===== src/rtl/stv_aes_round_mix.sv =====
// AES round datapath: (Inv)ShiftRows, (Inv)MixColumns one column per cycle, optional AddRoundKey.
// Define STV_AES_ROUND_ADDKEY_EN to capture round_key and XOR it into out_state.

module stv_aes_mixcolumn (
  input  logic [31:0] col_in,
  input  logic        inverse,
  output logic [31:0] col_out
);

  function automatic logic [7:0] xt(input logic [7:0] b);
    xt = {b[6:0], 1'b0} ^ (b[7] ? 8'h1b : 8'h00);
  endfunction

  logic [7:0] a0, a1, a2, a3;
  logic [7:0] u, v;
  logic [7:0] t;

  // InvMixColumns = MixColumns applied after a cheap pre-mix of opposite bytes.
  always_comb begin
    a0 = col_in[7:0];
    a1 = col_in[15:8];
    a2 = col_in[23:16];
    a3 = col_in[31:24];
    u  = 8'h00;
    v  = 8'h00;
    if (inverse) begin
      u  = xt(xt(a0 ^ a2));
      v  = xt(xt(a1 ^ a3));
      a0 = a0 ^ u;
      a1 = a1 ^ v;
      a2 = a2 ^ u;
      a3 = a3 ^ v;
    end
    t = a0 ^ a1 ^ a2 ^ a3;
    col_out[7:0]   = a0 ^ t ^ xt(a0 ^ a1);
    col_out[15:8]  = a1 ^ t ^ xt(a1 ^ a2);
    col_out[23:16] = a2 ^ t ^ xt(a2 ^ a3);
    col_out[31:24] = a3 ^ t ^ xt(a3 ^ a0);
  end

endmodule

module stv_aes_round_mix (
  input  logic         clk,
  input  logic         rst_n,
  input  logic         in_valid,
  output logic         in_ready,
  input  logic [127:0] in_state,
  input  logic         inverse,
  input  logic         last,
  input  logic [127:0] round_key,
  output logic         out_valid,
  input  logic         out_ready,
  output logic [127:0] out_state
);

  // Handshake: a transfer happens on a rising edge where valid and ready are both high;
  // in_ready is high only in IDLE, out_valid only in DONE, and out_state holds until taken.

  typedef enum logic [1:0] {
    S_IDLE = 2'd0,
    S_MIX  = 2'd1,
    S_DONE = 2'd2
  } state_t;

  state_t       state_q, state_d;
  logic [1:0]   col_q, col_d;
  logic [127:0] buf_q, buf_d;
  logic         inv_q, inv_d;
  logic [31:0]  mix_in;
  logic [31:0]  mix_out;
  logic [127:0] key_val;

  function automatic logic [127:0] shift_rows(input logic [127:0] s, input logic inv);
    logic [127:0] o;
    int src;
    o = '0;
    for (int c = 0; c < 4; c++) begin
      for (int r = 0; r < 4; r++) begin
        src = inv ? ((c - r + 4) % 4) : ((c + r) % 4);
        o[8*(4*c+r) +: 8] = s[8*(4*src+r) +: 8];
      end
    end
    return o;
  endfunction

  assign mix_in = buf_q[{col_q, 5'd0} +: 32];

  stv_aes_mixcolumn u_mix (
    .col_in  (mix_in),
    .inverse (inv_q),
    .col_out (mix_out)
  );

`ifdef STV_AES_ROUND_ADDKEY_EN
  logic [127:0] key_q, key_d;

  always_comb begin
    key_d = key_q;
    if (state_q == S_IDLE && in_valid) begin
      key_d = round_key;
    end
  end

  always_ff @(posedge clk or negedge rst_n) begin
    if (!rst_n) begin
      key_q <= '0;
    end else begin
      key_q <= key_d;
    end
  end

  assign key_val = key_q;
`else
  logic unused_round_key;
  assign unused_round_key = ^round_key;
  assign key_val = '0;
`endif

  always_comb begin
    state_d = state_q;
    col_d   = col_q;
    buf_d   = buf_q;
    inv_d   = inv_q;
    case (state_q)
      S_IDLE: begin
        if (in_valid) begin
          buf_d   = shift_rows(in_state, inverse);
          inv_d   = inverse;
          col_d   = 2'd0;
          state_d = last ? S_DONE : S_MIX;
        end
      end
      S_MIX: begin
        buf_d[{col_q, 5'd0} +: 32] = mix_out;
        col_d = col_q + 2'd1;
        if (col_q == 2'd3) begin
          state_d = S_DONE;
        end
      end
      S_DONE: begin
        if (out_ready) begin
          state_d = S_IDLE;
        end
      end
      default: state_d = S_IDLE;
    endcase
  end

  always_ff @(posedge clk or negedge rst_n) begin
    if (!rst_n) begin
      state_q <= S_IDLE;
      col_q   <= 2'd0;
      buf_q   <= '0;
      inv_q   <= 1'b0;
    end else begin
      state_q <= state_d;
      col_q   <= col_d;
      buf_q   <= buf_d;
      inv_q   <= inv_d;
    end
  end

  assign in_ready  = (state_q == S_IDLE);
  assign out_valid = (state_q == S_DONE);
  assign out_state = out_valid ? (buf_q ^ key_val) : '0;

endmodule

===== config.mk =====
export PLATFORM = sky130hd
export DESIGN_NAME = stv_aes_round_mix
export DESIGN_NICKNAME = d
export VERILOG_FILES = /design/src/rtl/stv_aes_round_mix.sv
export SDC_FILE = /design/constraint.sdc
export NUM_CORES = 1
export LEC_CHECK = 0
export BUFFER_PORTS_ARGS = -buffer_cell sky130_fd_sc_hd__buf_2
export CAP_MARGIN = 25
export CORE_ASPECT_RATIO = 2
export CORE_MARGIN = 8
export CORE_UTILIZATION = 54
export CTS_CLUSTER_SIZE = 25
export DETAILED_ROUTE_END_ITERATION = 8
export PLACE_DENSITY = 0.9
export SETUP_SLACK_MARGIN = 0.2
export SYNTH_ARGS = -nofsm -noshare
export SYNTH_HDL_FRONTEND = slang
export SYNTH_SLANG_ARGS = --single-unit

===== constraint.sdc =====
create_clock -name clk -period 7.76 [get_ports clk]
set_input_delay 0.776 -clock clk [delete_from_list [all_inputs] [get_ports clk]]
set_output_delay 0.776 -clock clk [all_outputs]
set_load 0.01 [all_outputs]

==> flow_summary_export.csv <==
group,metric,value,unit
status,outcome,"finished, final reports clean",
floorplan,die-area,23550,sq um
clocking,holdBufCountCts,0,
timing,skew,0.01205,ns
drt,wire_per_inst,23.68,microns
timing,period_needed,4.882,ns
synth,async_flop_share,1.000,
final_layout,fin_util,0.6612,
global_route,grt_max_degree,130,
placed_design,port_buffers,263,
global_route,grt_usage,0.3044,
timing,setup_tns,0,ns
clocking,clkTransAtPathRegs,0.06,ns
final_layout,area_delta_synth_final,20.12,%
floorplan,dieWidth,112.6,microns
clocking,cts.sinks,133,
drt,vias_per_cell,6.296,
timing,rsz0062_at_grt,"false",
final_layout,nets,1549,
global_route,grt_pass1_wl,55.21,mm
global_route,grt_pass1_vias,10294,
synth,syn_area_per_cell,9.408,sq um
worst_setup_path,critical_path_arrival,5.20,ns
floorplan,ioPinCount,392,
worst_setup_path,worstPathRequired,8.08,ns
clocking,htreeDepth,4,
timing,tightest_slew,1.039,ns
synth,synth_seq_cells,133,
drt,wl,35.90,mm
timing,hold_viol_final,0,
placed_design,hpwlAfterDp,26.50,mm
clocking,clockRootBuffer,"clkbuf_16",
final_layout,layout-drive-gt1-share,0.2778,
clocking,tritoncts,"done",
floorplan,die_y,209.2,microns
floorplan,initial_core_util,0.5504,
drt,dr.pass1.iters,6,
clocking,cts_buffers,17,
worst_setup_path,cp_max_fo,26,
synth,synth_cell_type_count,45,
floorplan,coreArea,18310,sq um
synth,ys_warn_count,0,
timing,slew_headroom,0.3072,
timing,finalSetupViolCount,0,
synth,synth_edf_count,0,
drt,ant_nets,0,
synth,yosys-top-cells-count,"dfrtp_1, and2_1, nor2_1, xnor2_1, clkbuf_1",
timing,timing.fmax,0.2048,GHz
run,cap_violations,0,
drt,drt_iter0_drc,701,
synth,seq_area_frac_synth,0.3303,
synth,synth_flop_cell,"dfrtp_1",
synth,yosysMostFrequentCell,"dfrtp_1",
clocking,worstSkewPairLatency,0.43,ns
synth,yosys.area.top_type,"dfrtp_1",
worst_setup_path,critPathLaunchType,"flop",
worst_setup_path,cp-end-kind,"flop",
drt,num_vias,9544,
synth,syn-cell-area,10080,sq um
hold_path,hold_path_class,"input pin to async pin",
timing,fin_crit_sh,0.6292,
global_route,antenna_found_initial,4,
synth,ys_top_cells_by_area,"dfrtp_1, xnor2_1, and2_1",
drt,drc_errors,0,
clocking,cts_setup_buffers,0,
placed_design,place.gp.congestion,0.9574,
clocking,post_cts_resized,0,
synth,synth_nets,1337,
worst_setup_path,critPathKind,"flop to flop",
global_route,grt-ovfl-total,0,
synth,synth_top_area_share,0.3303,
floorplan,rows,70,
clocking,cts_buffer_depth,2,
timing,final_max_slew_viol_count,0,
synth,synthCells,1071,
-- routing by layer --
| layer | wire [microns] | GRT usage | part of all wire |
|---|---|---|---|
| met4 | 2830 | 0.2516 | 0.079 |
| met3 | 2837 | 0.05719 | 0.079 |
| met1 | 11510 | 0.3005 | 0.32 |
| met2 | 18720 | 0.5384 | 0.52 |
| met5 | 0 | 0 | 0 |
-- sequential cells by signal (all words and copies together) (netlist names) --
| name | flops |
|---|---|
| buf_q | 128 |
| col_q | 2 |
| inv_q | 1 |
| state_q | 2 |
-- area by class of cell --
class / count / area, sq um
Antenna cell: 4 / 10.01
Clock buffer: 20 / 456.7
Clock inverter: 12 / 153.9
Fill cell: 1449 / 6202
Inverter: 3 / 11.26
Multi-Input combinational cell: 849 / 6419
Sequential cell: 133 / 3329
Tap cell: 216 / 270.3
Timing Repair Buffer: 279 / 1453
-- final timing paths --
check,to,depth (start not counted),startpoint,slack (ns)
worst max-delay path,buf_q[42],10,col_q[0],2.88
worst min-delay path,buf_q[0],1,rst_n,0.34
worst max register to register,buf_q[42],10,col_q[0],2.88
worst min register to register,buf_q[31],2,buf_q[31],0.50
max in group asynchronous,buf_q[68],2,rst_n,6.09
min in group clk,buf_q[31],2,buf_q[31],0.50
-- worst max-delay path: stages, from the launching register on --
cell and delay [ns]:
dfrtp_2 0.74, buf_4 0.54, mux4_1 0.73, xor2_1 0.61, xnor2_1 0.29, nand2_1 0.16
xor2_1 0.49, xnor2_1 0.23, xnor2_1 0.60, o221ai_1 0.23, o21a_1 0.15
-- cell families after synthesis --
group	count (synthesis)	share of synthesized area
fa+ha+maj	4	0.004967
compound gates	226	0.1459
buf+inv	89	0.03651
mux	100	0.1437
simple gates	345	0.1685
flops	133	0.3303
xor+xnor	174	0.1701
-- cells in the final DEF, fill, tap and decap left out, drive strengths merged, types with 4 or more instances in the layout --
cell / count
nand2: 50
nor2b: 4
clkbuf: 21
o22ai: 14
xnor2: 104
diode: 4
a21o: 4
mux4: 34
ha: 4
nor2: 124
and2: 129
clkinv: 6
a221o: 4
a21oi: 68
o21a: 20
dfrtp: 133
xnor3: 8
a221oi: 41
mux2i: 64
and3: 6
xor2: 61
o221ai: 18
buf: 278
nor3: 25
o21ai: 53
-- stage by stage --
| stage | area, sq um | hold slack, ns | std cells | worst slack (ns) |
|---|---|---|---|---|
| finish | 12100 | 0.3386 | 1516 | 2.878 |
| global route | 12100 | 0.4065 | 1516 | 2.667 |
| CTS | 12090 | 0.3700 | 1511 | 2.920 |
| detailed placement | 11470 | 0.4828 | 1479 | 2.956 |
| global placement | 11460 | 0.4776 | 1478 | 2.951 |
| floorplan | 10080 | 0.4551 | 1071 | 4.353 |
Power is left out: the tool's default activity adds up to more than one toggle a clock period on the data nets, which glitch-free logic cannot reach.
